**config.mk**
```make
export PLATFORM = sky130hd
export DESIGN_NAME = hazard_forward_unit
export DESIGN_NICKNAME = d
export VERILOG_FILES = /design/src/rtl/hazard_forward_unit_pkg.sv /design/src/rtl/hazard_forward_unit_fwd_sel.sv /design/src/rtl/hazard_forward_unit.sv
export SDC_FILE = /design/constraint.sdc
export NUM_CORES = 1
export LEC_CHECK = 0
export CORE_MARGIN = 2
export CORE_UTILIZATION = 51
export CTS_CLUSTER_SIZE = 40
export DETAILED_ROUTE_END_ITERATION = 16
export PLACE_DENSITY = 0.89
export SLEW_MARGIN = 25
export SYNTH_ARGS = -nofsm -noshare
export SYNTH_HDL_FRONTEND = slang
export SYNTH_SLANG_ARGS = --single-unit
```
**constraint.sdc**
```tcl
create_clock -name clk -period 2.6 [get_ports clk]
set_input_delay 0.65 -clock clk [delete_from_list [all_inputs] [get_ports clk]]
set_output_delay 0.65 -clock clk [all_outputs]
set_load 0.05 [all_outputs]
```
**src/rtl/hazard_forward_unit_pkg.sv**
```systemverilog
// Shared types and constants for the hazard/forwarding unit: register address
// width, forwarding select encodings, pipeline shadow records.
package hazard_forward_unit_pkg;

  localparam int REG_ADDR_W = 5;
  localparam logic [REG_ADDR_W-1:0] REG_X0 = 5'd0;

  localparam logic [1:0] FWD_REGFILE = 2'b00;
  localparam logic [1:0] FWD_EXMEM   = 2'b01;
  localparam logic [1:0] FWD_MEMWB   = 2'b10;

  typedef logic [REG_ADDR_W-1:0] reg_addr_t;

  typedef struct packed {
    reg_addr_t rs1;
    reg_addr_t rs2;
    reg_addr_t rd;
    logic      regwrite;
    logic      memread;
  } ex_shadow_t;

  typedef struct packed {
    reg_addr_t rd;
    logic      regwrite;
  } wr_shadow_t;

  function automatic logic [31:0] sat_inc(input logic [31:0] v);
    return (v == 32'hFFFF_FFFF) ? v : v + 32'd1;
  endfunction

endpackage

```
**src/rtl/hazard_forward_unit_fwd_sel.sv**
```systemverilog
// Forwarding select for one EX operand; the younger EX/MEM producer wins over
// MEM/WB, and x0 is never forwarded.
module hazard_fwd_sel
  import hazard_forward_unit_pkg::*;
(
  input  reg_addr_t  ex_rs,
  input  wr_shadow_t mem_stage,
  input  wr_shadow_t wb_stage,
  output logic       sel_s0,
  output logic       sel_s1
);

  logic [1:0] sel;

  always_comb begin
    sel = FWD_REGFILE;
    if (mem_stage.regwrite && (mem_stage.rd != REG_X0) && (mem_stage.rd == ex_rs))
      sel = FWD_EXMEM;
    else if (wb_stage.regwrite && (wb_stage.rd != REG_X0) && (wb_stage.rd == ex_rs))
      sel = FWD_MEMWB;
  end

  assign sel_s0 = sel[0];
  assign sel_s1 = sel[1];

endmodule

```
**src/rtl/hazard_forward_unit.sv**
```systemverilog
// Load-use stall, branch flush and operand forwarding driven from shadow copies
// of the EX/MEM/WB destination fields, plus saturating stall/flush counters.
module hazard_forward_unit
  import hazard_forward_unit_pkg::*;
(
  input  logic        clk,
  input  logic        reset,
  input  logic        id_valid,
  input  reg_addr_t   id_rs1,
  input  reg_addr_t   id_rs2,
  input  reg_addr_t   id_rd,
  input  logic        id_regwrite,
  input  logic        id_memread,
  input  logic        ex_branch_taken,
  output logic        fwd_a_s0,
  output logic        fwd_a_s1,
  output logic        fwd_b_s0,
  output logic        fwd_b_s1,
  output logic        stall,
  output logic        pc_write,
  output logic        ifid_write,
  output logic        flush,
  output logic [31:0] stall_cycles,
  output logic [31:0] flush_cycles
);

  ex_shadow_t  ex_q, ex_d;
  wr_shadow_t  mem_q, mem_d;
  wr_shadow_t  wb_q, wb_d;
  logic [31:0] stall_cnt_q, stall_cnt_d;
  logic [31:0] flush_cnt_q, flush_cnt_d;

  logic load_use;
  logic a_s0, a_s1, b_s0, b_s1;

  assign load_use = ex_q.memread && (ex_q.rd != REG_X0) && id_valid &&
                    ((ex_q.rd == id_rs1) || (ex_q.rd == id_rs2));

  // Flush outranks stall: the stalled instruction is being squashed anyway.
  assign flush      = !reset && ex_branch_taken;
  assign stall      = !reset && !ex_branch_taken && load_use;
  assign pc_write   = !stall;
  assign ifid_write = !stall;

  hazard_fwd_sel u_sel_a (
    .ex_rs     (ex_q.rs1),
    .mem_stage (mem_q),
    .wb_stage  (wb_q),
    .sel_s0    (a_s0),
    .sel_s1    (a_s1)
  );

  hazard_fwd_sel u_sel_b (
    .ex_rs     (ex_q.rs2),
    .mem_stage (mem_q),
    .wb_stage  (wb_q),
    .sel_s0    (b_s0),
    .sel_s1    (b_s1)
  );

  assign fwd_a_s0 = a_s0 && !reset;
  assign fwd_a_s1 = a_s1 && !reset;
  assign fwd_b_s0 = b_s0 && !reset;
  assign fwd_b_s1 = b_s1 && !reset;

  always_comb begin
    ex_d = '0;
    if (!flush && !stall && id_valid) begin
      ex_d.rs1      = id_rs1;
      ex_d.rs2      = id_rs2;
      ex_d.rd       = id_rd;
      ex_d.regwrite = id_regwrite;
      ex_d.memread  = id_memread;
    end
    mem_d.rd       = ex_q.rd;
    mem_d.regwrite = ex_q.regwrite;
    wb_d           = mem_q;
    stall_cnt_d    = stall ? sat_inc(stall_cnt_q) : stall_cnt_q;
    flush_cnt_d    = flush ? sat_inc(flush_cnt_q) : flush_cnt_q;
  end

  always_ff @(posedge clk) begin
    if (reset) begin
      ex_q        <= '0;
      mem_q       <= '0;
      wb_q        <= '0;
      stall_cnt_q <= '0;
      flush_cnt_q <= '0;
    end else begin
      ex_q        <= ex_d;
      mem_q       <= mem_d;
      wb_q        <= wb_d;
      stall_cnt_q <= stall_cnt_d;
      flush_cnt_q <= flush_cnt_d;
    end
  end

  assign stall_cycles = stall_cnt_q;
  assign flush_cycles = flush_cnt_q;

endmodule
```
# Word level (Yosys, flattened, before mapping)
# Index checks and enable logic that the tools add are counted.
# Widths: inputs -> output; s select.
dict set report word_totals {
  inputBits 21
  elab_cells 57
  reg_bits 93
  out_inout_bits 72
}
dict set report op_classes {
  n_reduce_logical 29
  n_addsub 2
  n_mux 4
  bitwise 3
  n_eq_ne 8
}
# op count
set ops {}
lappend ops {{$add 32x1->32 const B} 2}
lappend ops {{$eq 32x32->1 const B} 2}
lappend ops {{$eq 5x5->1} 6}
lappend ops {{$logic_and 1x1->1} 18}
lappend ops {{$reduce_bool 5->1} 3}
lappend ops {{$mux 2} 4}
lappend ops {{$logic_not 1->1} 4}
lappend ops {{$reduce_and 2->1} 2}
lappend ops {{$not 1->1} 3}
lappend ops {{$reduce_or 2->1} 1}
lappend ops {{$logic_or 1x1->1} 1}

# Longest topological paths before layout
dict set report logic_depth {
  depth_word 10
  mapped_depth 8
}

# Hierarchy
# Synthesis repeated with hierarchy kept, for this count alone.
dict set report hier_totals {
  cells_unflattened 539
  area_unflattened_um2 4585.6
}
# module area_each_um2 cells_per_inst n_inst
set modules_own_cells {}
lappend modules_own_cells {hazard_forward_unit 4282.9 499 1}
lappend modules_own_cells {hazard_fwd_sel 151.4 20 2}

# Worst setup path before layout
# Ideal clock, no wire load.
dict set report synth_path {
  kind {input-to-output}
  start {in reset}
  end {out fwd_b_s1}
  n_path_buf 1
  path_stages 5
  t_arrival_ns 2.959
  t_required_ns 1.950
  setup_slack_ns -1.009
  path_cell_list {clkbuf_1 -> nor2b_1 -> o21ai_0 -> or4_1 -> nor4_1}
}
dict set report synth_between {
  elab_chain_cells 2
}
# element line
set synth_rtl {}
lappend synth_rtl {{start, declared} hazard_forward_unit.sv:7} ;# input logic reset,
lappend synth_rtl {{$logic_not 1->1} hazard_forward_unit.sv:64} ;# assign fwd_b_s1 = b_s1 && !reset;
lappend synth_rtl {{$logic_and 1x1->1} hazard_forward_unit.sv:64}
lappend synth_rtl {{end, declared} hazard_forward_unit.sv:18} ;# output logic fwd_b_s1,
# No other way between the ends.

# Final worst setup path
dict set report layout_path {
  start {reg mem_q[1] (netlist bit)}
  end {out fwd_b_s1}
}
dict set report layout_between {
  elab_chain_cells 5
}
# element line
set layout_rtl {}
lappend layout_rtl {{start, declared} hazard_forward_unit.sv:28} ;# wr_shadow_t mem_q, mem_d;
lappend layout_rtl {{start signal, assigned} hazard_forward_unit.sv:91} ;# mem_q <= mem_d;
lappend layout_rtl {{$reduce_bool 5->1} hazard_forward_unit_fwd_sel.sv:17} ;# if (mem_stage.regwrite && (mem_stage.rd != REG_X0) && (mem_stage.rd == ex_rs))
lappend layout_rtl {{$logic_and 1x1->1} hazard_forward_unit_fwd_sel.sv:17}
lappend layout_rtl {{$logic_and 1x1->1 *} hazard_forward_unit_fwd_sel.sv:17}
lappend layout_rtl {{$mux 2 *} hazard_forward_unit_fwd_sel.sv:17}
lappend layout_rtl {{$logic_and 1x1->1 *} hazard_forward_unit.sv:64}
# Every way passes the cells marked *; elsewhere a longest branch is shown, timed or not.

==> results.txt <==
cts bufs inserted = 9
Die W = 97.3 microns
status = complete, but fails checks
post-DP HPWL = 8150 microns
area delta synth->final = 36.1%
crit path capture type = output pin
worst-margin pin slew = 887 ps
core area = 8590 sq um
Initial DRC Count = 157
FMAX = 0.380 GHz
height of the die = 97.3 microns
FF-to-FF End = flush_cycles[0]$_SDFFE_PP0P_
Critical Path Start Type = flop
Clock Latency Late Sink = 350 ps
Clk Tree Root Cell = clkbuf_8
Yosys cell types = 41
Critical Path End = fwd_b_s1
Overall Global Routing Usage = 23.6%
Avg WL per Cell = 14.8 microns
diode count = 0
largest cells by area after synthesis = dfxtp_1, xnor2_1, nor2_1
flop2flop setup slack = 230 ps
initial antenna violation count = 0
total vias in the final route = 4197
Hold Path Class = flop to flop
First-pass DRT Iterations = 4
Site Rows = 34
Initial Util = 51.7%
ANT nets after route = 0
syn nets = 545
launching point of the worst reg2reg path = flush_cycles[26]$_SDFFE_PP0P_
CP Launch Point = mem_q[1]$_SDFF_PP0_
DR DRC count = 0
sequential power share = 55.2%
Final GP Congestion = 0.897
layout cell share with drive strength beyond 1 = 14.3%
Die ar. = 9470 sq um
routed vias/inst = 5.59
cell taking the most area after synthesis = dfxtp_1
switch share = 23.2%
failing checks = setup timing
Synth top area share = 41.9%
Comb power frac = 6.1%
htree depth = 3
Setup-failing EPs final = 2
final hold slack = 453 ps
Max Buffers Root-to-Sink = 2
Routed WL = 11100 microns
Worst Path Arrival = 1980 ps
CTS tree = built
largest net degree at the start of global routing = 38
Post-Syn Area = 4440 sq um
Power per Cell Area = 434 nW/um^2
Slew headroom = 40.9%
prevailing post-synth register cell = dfxtp_1
Setup Skew = 15.0 ps
first-pass GRT wire length = 18800 microns
RSZ-0062 raised after global routing = true
peak supply drop = 0.289 mV
IO Port Bufs = 92
post-layout minimum cycle time = 2630 ps
GR Overflow Total = 0
Int Power = 0.00201 W
hold_buf cts = 0
Hold Vio Cnt, Final = 0
sw power = 0.000608 W
clock sink total = 93
Tcrit/Tclk final = 101%
Setup CP Type = flop to output pin
syn_area_per_cell = 8.51 sq um
final setup margin = -31.9 ps
vias in the first global route = 4137
P_leak = 2.12 nW
total of max-cap violations = 0
Worst R2R Path Depth = 8
Slew Limit Fails = 0
Syn Inst Count = 522
crit path max fanout = 3
pre-CTS setup slack = -245 ps
CP Data Required Time = 1950 ps
Yosys warning count = 0
clk slew on worst S/H paths = 90 ps
Final nets = 661
Seq cells post-synth = 93
ys async rst share = 0%
Post-synth EDFFs = 0
io pins = 93
Clk pwr share = 38.7%
Seq/Total Area, Yosys = 41.9%
==> layout make-up <==
type / instances / area (sq um)
Clock buffer: 12 / 155
Sequential cell: 93 / 1870
Timing Repair Buffer: 126 / 1250
Fill cell: 642 / 2550
Clock inverter: 4 / 55.1
Inverter: 13 / 52.6
Tap cell: 108 / 135
Multi-Input combinational cell: 395 / 2530
==> cell usage after synthesis, types with 11 or more instances <==
library cell,instances
nand4_1,18
o21ai_0,15
nor2b_1,21
a21oi_1,26
inv_1,13
clkbuf_1,15
dfxtp_1,93
or3_1,13
nand2_1,32
o31ai_1,11
and2_1,21
nand3_1,31
xnor2_1,42
nor3_1,19
xor2_1,16
nor2_1,54
nor4_1,16
or4_1,18
==> metal layers <==
metal	part of all wire [%]	track usage, %	wire (microns)	vias to the layer above
li1	-	-	-	2071
met1	44	29.1	4880	1989
met2	49	40.4	5490	118
met3	4.9	5.40	543	19
met4	2.0	8.76	223	0
met5	0	0	0	-
==> power groups by stage <==
stage               Sequential (W)  Clock (W)  Combinational, W
CTS                        0.00145    0.00103          0.000159
global route               0.00145    0.00110          0.000173
finish                     0.00145    0.00101          0.000159
detailed placement         0.00148          0          0.000150
global placement           0.00148          0          0.000146
floorplan                  0.00149          0         0.0000761
==> registers in the layout, indices dropped and copies added (netlist names) <==
register / cells
mem_q: 6
ex_q: 17
wb_q: 6
stall_cycles: 32
flush_cycles: 32
==> cell families after synthesis <==
| family | synth area share [%] |
|---|---|
| buf+inv | 3.21 |
| mux | 2.48 |
| fa+ha+maj | 0.563 |
| flops | 41.9 |
| xor+xnor | 11.4 |
| compound gates | 7.52 |
| simple gates | 32.9 |
==> per-stage QoR <==
stage	setup TNS (ps)	util, %	cells	power, W	area [sq um]
2_1_floorplan	-161	-	522	0.00157	4500
3_3_place_gp	-1910	66.5	729	0.00163	5710
3_5_place_dp	-4360	66.5	729	0.00163	5710
4_1_cts	-92.8	69.8	750	0.00263	6000
5_1_grt	-296	70.3	751	0.00273	6040
6_report	-60.7	70.3	751	0.00262	6040
==> placed cells by master, fill, tap and decap left out, types with 3 or more instances in the layout <==
cell	netlist	layout
dfxtp_1	93	88
clkdlybuf4s50_1	0	75
nor2_1	54	54
xnor2_1	42	42
buf_4	1	36
nand3_1	31	31
nand2_1	32	31
a21oi_1	26	26
nor2b_1	21	21
and2_1	21	21
nand4_1	18	18
or4_1	18	16
xor2_1	16	16
nor3_1	19	16
or3_1	13	13
o21ai_0	15	13
inv_1	13	12
nor4_1	16	12
o31ai_1	11	11
clkbuf_8	0	11
mux2_2	8	8
dlymetal6s2s_1	0	8
buf_12	0	6
and4_1	5	5
or2_2	4	4
nor4b_1	4	4
or4_4	1	3
o21ai_1	2	3
nor3_2	0	3
and3_1	3	3
dfxtp_2	0	3
==> critical path, cell delays in order, from the launching register on <==
cell	delay, ps
dfxtp_4	350
or4_1	490
o21ai_1	150
buf_4	150
nor3_2	50
nor4_4	260
buf_12	180
==> how the worst min path moves through the flow <==
| stage | start | end | slack, ps | depth (start not counted) |
|---|---|---|---|---|
| finish | ex_q[1]$_SDFF_PP0_ | mem_q[0]$_SDFF_PP0_ | 450 | 1 |
| CTS | ex_q[1]$_SDFF_PP0_ | mem_q[0]$_SDFF_PP0_ | 460 | 1 |
| global placement | ex_q[1]$_SDFF_PP0_ | mem_q[0]$_SDFF_PP0_ | 420 | 1 |
| global route | ex_q[1]$_SDFF_PP0_ | mem_q[0]$_SDFF_PP0_ | 480 | 1 |
| detailed placement | ex_q[1]$_SDFF_PP0_ | mem_q[0]$_SDFF_PP0_ | 460 | 1 |
| floorplan | ex_q[1]$_SDFF_PP0_ | mem_q[0]$_SDFF_PP0_ | 410 | 1 |
==> timing repair <==
action / 4_1_cts / 5_1_grt
setup endpoints to repair: 5 / 11
pin swaps: 6 / 6
buffers inserted: 5 / 1
resized for setup: 12 / 12
(Power assumes the default switching activity.)
